<file path="config.mk">
export PLATFORM = sky130hd
export DESIGN_NAME = icache_axi_reader_flat
export DESIGN_NICKNAME = d
export VERILOG_FILES = /design/src/rtl/icache_axi_reader_if.sv /design/src/rtl/icache_axi_reader.sv /design/src/flat_wrapper.sv
export SDC_FILE = /design/constraint.sdc
export NUM_CORES = 1
export LEC_CHECK = 0
export ABC_AREA = 0
export CELL_PAD_IN_SITES_DETAIL_PLACEMENT = 0
export CELL_PAD_IN_SITES_GLOBAL_PLACEMENT = 2
export CORE_UTILIZATION = 22
export DETAILED_ROUTE_END_ITERATION = 6
export PLACE_DENSITY_LB_ADDON = 0.12
export SLEW_MARGIN = 20
export SYNTH_ARGS = -nofsm -noshare
export SYNTH_HDL_FRONTEND = slang
export SYNTH_SLANG_ARGS = --single-unit
</file>
<file path="constraint.sdc">
create_clock -name clk -period 2.2 [get_ports clk]
set_input_delay 0.44 -clock clk [delete_from_list [all_inputs] [get_ports clk]]
set_output_delay 0.44 -clock clk [all_outputs]
set_load 0.05 [all_outputs]
</file>
<file path="src/rtl/icache_axi_reader_if.sv">
// AXI4 read-address / read-data channel bundle used between the icache miss
// responder (master) and the system interconnect (slave).
interface icache_axi_reader_if #(
    parameter int ADDR_W = 32,
    parameter int DATA_W = 32
);
    logic [3:0]        arid;
    logic [ADDR_W-1:0] araddr;
    logic [7:0]        arlen;
    logic [2:0]        arsize;
    logic [1:0]        arburst;
    logic              arvalid;
    logic              arready;
    logic [DATA_W-1:0] rdata;
    logic [1:0]        rresp;
    logic              rlast;
    logic              rvalid;
    logic              rready;

    modport master (
        output arid, araddr, arlen, arsize, arburst, arvalid, rready,
        input  arready, rdata, rresp, rlast, rvalid
    );

    modport slave (
        input  arid, araddr, arlen, arsize, arburst, arvalid, rready,
        output arready, rdata, rresp, rlast, rvalid
    );
endinterface

</file>
<file path="src/rtl/icache_axi_reader.sv">
// Instruction-cache miss responder: turns a held miss request into one
// single-beat AXI4 read and returns the word with a one-cycle dok pulse.
module icache_axi_reader #(
    parameter logic [3:0] AXI_ID = 4'd0,
    parameter int         ADDR_W = 32,
    parameter int         DATA_W = 32
) (
    input  logic                clk,
    input  logic                reset,
    input  logic                inst_cache_req,
    input  logic [ADDR_W-1:0]   inst_cache_addr,
    output logic [DATA_W-1:0]   inst_cache_rdata,
    output logic                inst_cache_dok,
    output logic                axi_rd_err,
    icache_axi_reader_if.master axi
);
    typedef enum logic [1:0] {IDLE, AR, R, DONE} state_t;

    state_t            state_reg, state_next;
    logic [ADDR_W-1:0] araddr_reg, araddr_next;
    logic [DATA_W-1:0] rdata_reg, rdata_next;
    logic              err_reg, err_next;
    logic              stale_reg, stale_next;
    logic              req_lost;
    logic              unused_rlast;

    // Single outstanding beat: rlast carries no extra information here.
    assign unused_rlast = axi.rlast;

    always_ff @(posedge clk) begin
        if (reset) begin
            state_reg  <= IDLE;
            araddr_reg <= '0;
            rdata_reg  <= '0;
            err_reg    <= 1'b0;
            stale_reg  <= 1'b0;
        end else begin
            state_reg  <= state_next;
            araddr_reg <= araddr_next;
            rdata_reg  <= rdata_next;
            err_reg    <= err_next;
            stale_reg  <= stale_next;
        end
    end

    always_comb begin
        state_next  = state_reg;
        araddr_next = araddr_reg;
        rdata_next  = rdata_reg;
        err_next    = err_reg;
        stale_next  = stale_reg;
        // A dropped request or a new address (flush/branch) makes the in-flight read useless.
        req_lost    = !inst_cache_req || (inst_cache_addr != araddr_reg);

        case (state_reg)
            IDLE: begin
                if (inst_cache_req) begin
                    araddr_next = inst_cache_addr;
                    stale_next  = 1'b0;
                    state_next  = AR;
                end
            end
            AR: begin
                if (req_lost) stale_next = 1'b1;
                if (axi.arready) state_next = R;
            end
            R: begin
                if (req_lost) stale_next = 1'b1;
                if (axi.rvalid) begin
                    if (!(stale_reg || req_lost)) rdata_next = axi.rdata;
                    err_next   = (axi.rresp != 2'b00);
                    state_next = DONE;
                end
            end
            DONE:    state_next = IDLE;
            default: state_next = IDLE;
        endcase

        // All outputs decode from registers only; no AXI input reaches an output combinationally.
        axi.arid         = AXI_ID;
        axi.araddr       = araddr_reg;
        axi.arlen        = 8'd0;
        axi.arsize       = 3'b010;
        axi.arburst      = 2'b01;
        axi.arvalid      = (state_reg == AR);
        axi.rready       = (state_reg == R);
        inst_cache_rdata = rdata_reg;
        inst_cache_dok   = (state_reg == DONE) && !stale_reg;
        axi_rd_err       = (state_reg == DONE) && !stale_reg && err_reg;
    end
endmodule

</file>
<file path="src/flat_wrapper.sv">
// flat-port wrapper written by rule: the top's interface ports become plain ports
module icache_axi_reader_flat 
#(
    parameter logic [3:0] AXI_ID = 4'd0,
    parameter int         ADDR_W = 32,
    parameter int         DATA_W = 32
)
  (clk, reset, inst_cache_req, inst_cache_addr, inst_cache_rdata, inst_cache_dok, axi_rd_err, axi_arid, axi_araddr, axi_arlen, axi_arsize, axi_arburst, axi_arvalid, axi_rready, axi_arready, axi_rdata, axi_rresp, axi_rlast, axi_rvalid);
  icache_axi_reader_if #(.ADDR_W(ADDR_W), .DATA_W(DATA_W)) axi_i ();
  input  logic clk;
  input  logic reset;
  input  logic inst_cache_req;
  input  logic [ADDR_W-1:0] inst_cache_addr;
  output logic [DATA_W-1:0] inst_cache_rdata;
  output logic inst_cache_dok;
  output logic axi_rd_err;
  output wire logic [$bits(axi_i.arid)-1:0] axi_arid;
  output wire logic [$bits(axi_i.araddr)-1:0] axi_araddr;
  output wire logic [$bits(axi_i.arlen)-1:0] axi_arlen;
  output wire logic [$bits(axi_i.arsize)-1:0] axi_arsize;
  output wire logic [$bits(axi_i.arburst)-1:0] axi_arburst;
  output wire logic [$bits(axi_i.arvalid)-1:0] axi_arvalid;
  output wire logic [$bits(axi_i.rready)-1:0] axi_rready;
  input wire logic [$bits(axi_i.arready)-1:0] axi_arready;
  input wire logic [$bits(axi_i.rdata)-1:0] axi_rdata;
  input wire logic [$bits(axi_i.rresp)-1:0] axi_rresp;
  input wire logic [$bits(axi_i.rlast)-1:0] axi_rlast;
  input wire logic [$bits(axi_i.rvalid)-1:0] axi_rvalid;
  assign axi_arid = axi_i.arid;
  assign axi_araddr = axi_i.araddr;
  assign axi_arlen = axi_i.arlen;
  assign axi_arsize = axi_i.arsize;
  assign axi_arburst = axi_i.arburst;
  assign axi_arvalid = axi_i.arvalid;
  assign axi_rready = axi_i.rready;
  assign axi_i.arready = axi_arready;
  assign axi_i.rdata = axi_rdata;
  assign axi_i.rresp = axi_rresp;
  assign axi_i.rlast = axi_rlast;
  assign axi_i.rvalid = axi_rvalid;
  icache_axi_reader #(.AXI_ID(AXI_ID), .ADDR_W(ADDR_W), .DATA_W(DATA_W)) u_core (.clk(clk), .reset(reset), .inst_cache_req(inst_cache_req), .inst_cache_addr(inst_cache_addr), .inst_cache_rdata(inst_cache_rdata), .inst_cache_dok(inst_cache_dok), .axi_rd_err(axi_rd_err), .axi(axi_i));
endmodule
</file>
Yosys cells after proc, flatten, opt, wreduce, memory -nomap -nowiden:

Index checks and enable logic that the tools add are counted.

* word-level logic and storage cells: 36
* input port bits: 72
* flip-flop bits (word level): 68
* output and inout bits: 85

* reduce and logical (&&, ||, !) cells: 15
* equal/unequal tests: 8
* bitwise operators: 1
* multiplexer cells: 7

Operator list (count)
* 32-bit inequality test: 1
* 3-bit AND reduction: 3
* 2-bit one-hot mux with 4 select lines: 1
* 2-bit 2-to-1 mux: 3
* 2-bit by 1-bit inequality test with 1-bit output, second input constant: 3
* 2-bit equality test, second input constant: 2
* 2-bit AND reduction: 2
* 2-bit nonzero test: 2
* 2-bit by 1-bit equality test with 1-bit output, second input constant: 1
* 1-bit logical AND: 2
* 1-bit logical NOT: 2
* 2-bit logical NOT: 1
* 1-bit logical OR: 2
* 1-bit 2-to-1 mux: 2
* 2-bit inequality test, second input constant: 1
* 1-bit one-hot mux with 2 select lines: 1
* 2-bit OR reduction: 1
* 1-bit inverter: 1

Depth between registers and ports, before layout:

* word-level depth: 5
* mapped depth: 9

Least setup slack after synthesis:

No wires, ideal clock.

* path type: register to register
* start: reg u_core.state_reg[0]
* end: reg u_core.rdata_reg[1], in the netlist u_core.inst_cache_rdata[1]
* period minus slack after synthesis: 2229 ps
* required time: 2068 ps
* path slack: -29 ps
* cell stages (with the launch flop): 9
* path buffers: 1
* data arrival time: 2096 ps
* cells stage by stage: dfxtp_1 inv_1 ha_1 nand2_1 nor4_1 nand4_1 clkbuf_1 o31ai_1 a21oi_1

* longest elaborated chain between the ends: 2

Ends and longest elaborated chain
* start: declaration: RTL line icache_axi_reader.sv:19 `state_t state_reg, state_next;`
* start signal: assignment: RTL line icache_axi_reader.sv:38 `state_reg <= state_next;`
* 2-bit equality test
* named net axi_rready: RTL line flat_wrapper.sv:23 `output wire logic [$bits(axi_i.rready)-1:0] axi_rready;`
* 3-bit AND reduction (no source line)
* end signal: assignment: RTL line icache_axi_reader.sv:40 `rdata_reg <= rdata_next;`
* end: declaration: RTL line icache_axi_reader.sv:21 `logic [DATA_W-1:0] rdata_reg, rdata_next;`

The timed path passes the listed nets, and every way through them passes these cells.
A chain may end at the register's enable or synchronous reset.

Worst setup path after layout:

* start: in inst_cache_addr[1]
* end: reg u_core.rdata_reg[30], in the netlist u_core.inst_cache_rdata[30]

* longest elaborated chain between the ends: 5

Ends and longest elaborated chain
* start: declaration: RTL line flat_wrapper.sv:13 `input logic [ADDR_W-1:0] inst_cache_addr;`
* 32-bit inequality test: RTL line icache_axi_reader.sv:53 `req_lost = !inst_cache_req || (inst_cache_addr != araddr_reg);`
* 1-bit logical OR: RTL line icache_axi_reader.sv:53
* 1-bit logical OR: RTL line icache_axi_reader.sv:70 `if (!(stale_reg || req_lost)) rdata_next = axi.rdata;`
* 1-bit inverter (no source line)
* 3-bit AND reduction (no source line)

No other way between the ends.

==> key figures <==
Worst setup path
  – Worst Setup End Kind: flip-flop
  – Startpoint of the most critical register-to-register path: u_core.state_reg[0]$_SDFFE_PP0P_
  – Worst setup slack for register-to-register paths: 200 ps
  – Kind of start point of the critical path: primary input
  – Crit path max fanout: 32
  – CP Data Required Time: roughly 2500 ps
  – Worst r2r path cells: 8
  – Data arrival at the endpoint of the critical path: ~2400 ps
  – FF-to-FF End: u_core.inst_cache_rdata[5]$_SDFFE_PP0P_
  – Type of the setup path with the least slack: primary input to flip-flop

Clock tree
  – Clock tree root driver cell: sky130_fd_sc_hd__clkbuf_16
  – Total clock sinks: between 60 and 70
  – Clk pin slew, worst setup/hold paths: 50 ps
  – Clock Path Buffers: 2
  – Setup repair bufs after CTS: 0
  – PostCTS Resize Cnt: 0
  – CTS HTree Levels: 3
  – Number of buffers added by the clock tree synthesis step: 9
  – Skew-Pair Late Insertion Delay: roughly 340 ps
  – Clock tree from TritonCTS: yes
  – Post-CTS Hold Buffers: 0

Worst hold path
  – Endpoint with the worst hold slack: u_core.axi.araddr[26]$_SDFFE_PP0P_
  – Startpoint of the most critical hold path: inst_cache_addr[26]
  – Hold Crit Depth: 3
  – Worst min-delay path class: primary input to flip-flop

Power
  – Switching pwr: between 0.0015 and 0.002 W
  – Clock network fraction of design power: between 20 and 30%
  – Sequential share of power: approximately a third
  – Sw Share: roughly two fifths
  – Power density over the cells: about 900 nW/um^2
  – Internal power: ~0.0029 W
  – Leakage power: roughly 1.9 nW
  – Combinational fraction of design power: a little under two fifths
  – IR Drop Worst-Case VDD: 0.000342 V

Yosys
  – Dominant cells by area after synthesis: sky130_fd_sc_hd__dfxtp_1 (42%), sky130_fd_sc_hd__a21oi_1 (10%), sky130_fd_sc_hd__nand2_1 (7.6%)
  – Number of distinct standard cells referenced by the synthesized netlist: 29
  – Area share of the largest cell type after synthesis: between 40% and 50%
  – Yosys warnings: 0
  – Number of cells produced by synthesis: just under 400
  – Flip-flop and latch count after synthesis: between 60 and 70
  – Register area share after synthesis: roughly two fifths
  – Post-Synthesis Cell Area: approximately 3200 sq um
  – Mean area per synthesized cell: roughly 8.2 sq um
  – Most area-hungry cell type in the Yosys netlist: sky130_fd_sc_hd__dfxtp_1

Cells and area
  – Number of diodes added for antenna fixing: 0
  – Commonest non-fill, non-tap cell in the layout: sky130_fd_sc_hd__clkdlybuf4s50_1
  – Net count reported at finish: around 610
  – Area delta synth->final: 60.9%
  – Leading cell types in the layout, fill and taps excluded: sky130_fd_sc_hd__clkdlybuf4s50_1 (132), sky130_fd_sc_hd__dfxtp_1 (68), sky130_fd_sc_hd__nand2_1 (66), sky130_fd_sc_hd__a21oi_1 (66), sky130_fd_sc_hd__nand4_1 (36)
  – Share of cells above drive strength 1: roughly a tenth
  – Post-layout utilization of the core: a little over a third

Die
  – Area of the core: between 10000 and 15000 sq um
  – Number of top-level pins: ~160
  – Row count: 44
  – Die Ht: roughly 120 um
  – Die Footprint: approximately 15000 sq um
  – Die Width: around 120 um
  – Starting utilization of the core area: between 20% and 30%

STA
  – Final max-slew violation count: 0
  – Unrepaired setup endpoints after global routing: no
  – Final worst hold slack: between 400 and 500 ps
  – Final cycle utilization of the critical path: a little over nine tenths
  – Crit path time final: roughly 2100 ps
  – Max-slew headroom: a little over three fifths
  – Least-Margin Pin Slew: 560 ps
  – Final Hold Viols: 0
  – Final clock skew: 6.88 ps
  – Setup-failing EPs final: 0
  – Maximum clock frequency: about 480 MHz

Placed design
  – Detailed placement HPWL: 7450 um
  – Number of buffer cells added on primary ports: between 100 and 150
  – Final RePlAce weighted congestion: between 0.7 and 0.8

GRT
  – Total routing usage reported by global routing: between 10% and 20%
  – Global-route wire length before repair: approximately 17000 um
  – Grt total ovfl: 0
  – Pin count of the biggest net entering global routing: 34
  – Number of antenna violations at the first check in global routing: 0
  – Vias in the first global route: 3233

Outcome
  – Run status: complete, no violations

Run
  – Max-cap check violation count: 0

Route
  – Total via count in the routed design: 3275
  – Antenna-violating nets left: 0
  – Router iterations before antenna repair: 4
  – Number of design-rule violations left by the first detailed-router iteration: about 140
  – Wire length per cell after detailed routing: 15.3 um
  – Remaining routing DRC violations: 0
  – Vias per Instance: ~4.6
  – Final routed wirelength across all metal layers: between 10000 and 15000 um
[power by group through the flow]
stage                     registers [W]  logic (W)  clock network (W)
after global routing            0.00153    0.00191            0.00149
after CTS                       0.00151    0.00178            0.00143
after detailed placement        0.00153    0.00177                  0
after global placement          0.00153    0.00177                  0
final                           0.00151    0.00176            0.00137
after floorplan                 0.00190   0.000726                  0
[synth_stat cells, drive strengths merged]
| cell type | number |
|---|---|
| o2111ai | 1 |
| xor2 | 22 |
| dfxtp | 68 |
| and4 | 2 |
| or4 | 1 |
| nor2b | 1 |
| conb | 2 |
| clkbuf | 22 |
| a211oi | 1 |
| nand4 | 36 |
| inv | 11 |
| and2 | 2 |
| nand2 | 66 |
| o22ai | 2 |
| a222oi | 2 |
| o31ai | 32 |
| buf | 31 |
| nor3 | 4 |
| a221oi | 1 |
| mux2i | 1 |
| xnor2 | 5 |
| nor4 | 6 |
| nor2 | 5 |
| a21oi | 66 |
| ha | 5 |
| a311o | 1 |
[layer usage]
layer / track usage [%] / up-vias / routed length (um)
li1: - / 1638 / -
met1: 17.8 / 1503 / 4890
met2: 22.4 / 120 / 4820
met3: 5.95 / 14 / 1080
met4: 7.00 / 0 / 206
met5: 0 / - / 0
[critical path, stage by stage]
cell and delay, ps:
sky130_fd_sc_hd__clkdlybuf4s50_1 470, sky130_fd_sc_hd__buf_4 170, sky130_fd_sc_hd__a221oi_1 370, sky130_fd_sc_hd__buf_4 180
sky130_fd_sc_hd__and4_1 230, sky130_fd_sc_hd__buf_12 190, sky130_fd_sc_hd__nand4_1 110, sky130_fd_sc_hd__a21oi_1 160
[final cells by class]
cell class	count	area, sq um
clock buffer	12	267
fill	1537	9250
multi-input combinational	279	1660
inverter	11	41.3
clock inverter	2	10.0
timing repair buffer	163	1660
tap	184	230
sequential	68	1360
[through the flow]
step / area, sq um / setup TNS [ps] / setup WS (ps) / instances / total power (W)
final: 5230 / 0 / 117 / 719 / 0.00464
after global placement: 4900 / -9860 / -324 / 705 / 0.00330
after detailed placement: 4900 / -10620 / -364 / 705 / 0.00330
after CTS: 5180 / 0 / 0.0739 / 719 / 0.00471
after global routing: 5230 / 0 / 6.89 / 719 / 0.00493
after floorplan: 3310 / 0 / 26.7 / 411 / 0.00263
[how the worst max path moves through the flow]
stage / from / end / slack, ps / depth (start not counted)
after detailed placement: inst_cache_addr[26] / u_core.inst_cache_rdata[5]$_SDFFE_PP0P_ / -360 / 7
after floorplan: u_core.axi.araddr[26]$_SDFFE_PP0P_ / u_core.inst_cache_rdata[27]$_SDFFE_PP0P_ / 30 / 7
after CTS: inst_cache_addr[26] / u_core.inst_cache_rdata[5]$_SDFFE_PP0P_ / 0.07 / 7
after global routing: inst_cache_addr[5] / u_core.inst_cache_rdata[25]$_SDFFE_PP0P_ / 7 / 8
final: inst_cache_addr[1] / u_core.inst_cache_rdata[30]$_SDFFE_PP0P_ / 120 / 8
after global placement: inst_cache_addr[26] / u_core.inst_cache_rdata[4]$_SDFFE_PP0P_ / -320 / 7
[kinds of logic (layout without fill, tap and decap cells)]
kind of cell	after synthesis	in the layout	share of synthesized area, %
AND/OR/NAND/NOR	123	123	18.3
AO/OA/AOI/OAI	106	106	19.6
flip-flops	68	68	41.9
buffers and inverters	64	188	10.4
XOR/XNOR	27	27	7.28
adder cells (fa/ha/maj)	5	5	1.93
other	2	17	0.231
multiplexers	1	1	0.308
(Power assumes the default switching activity.)
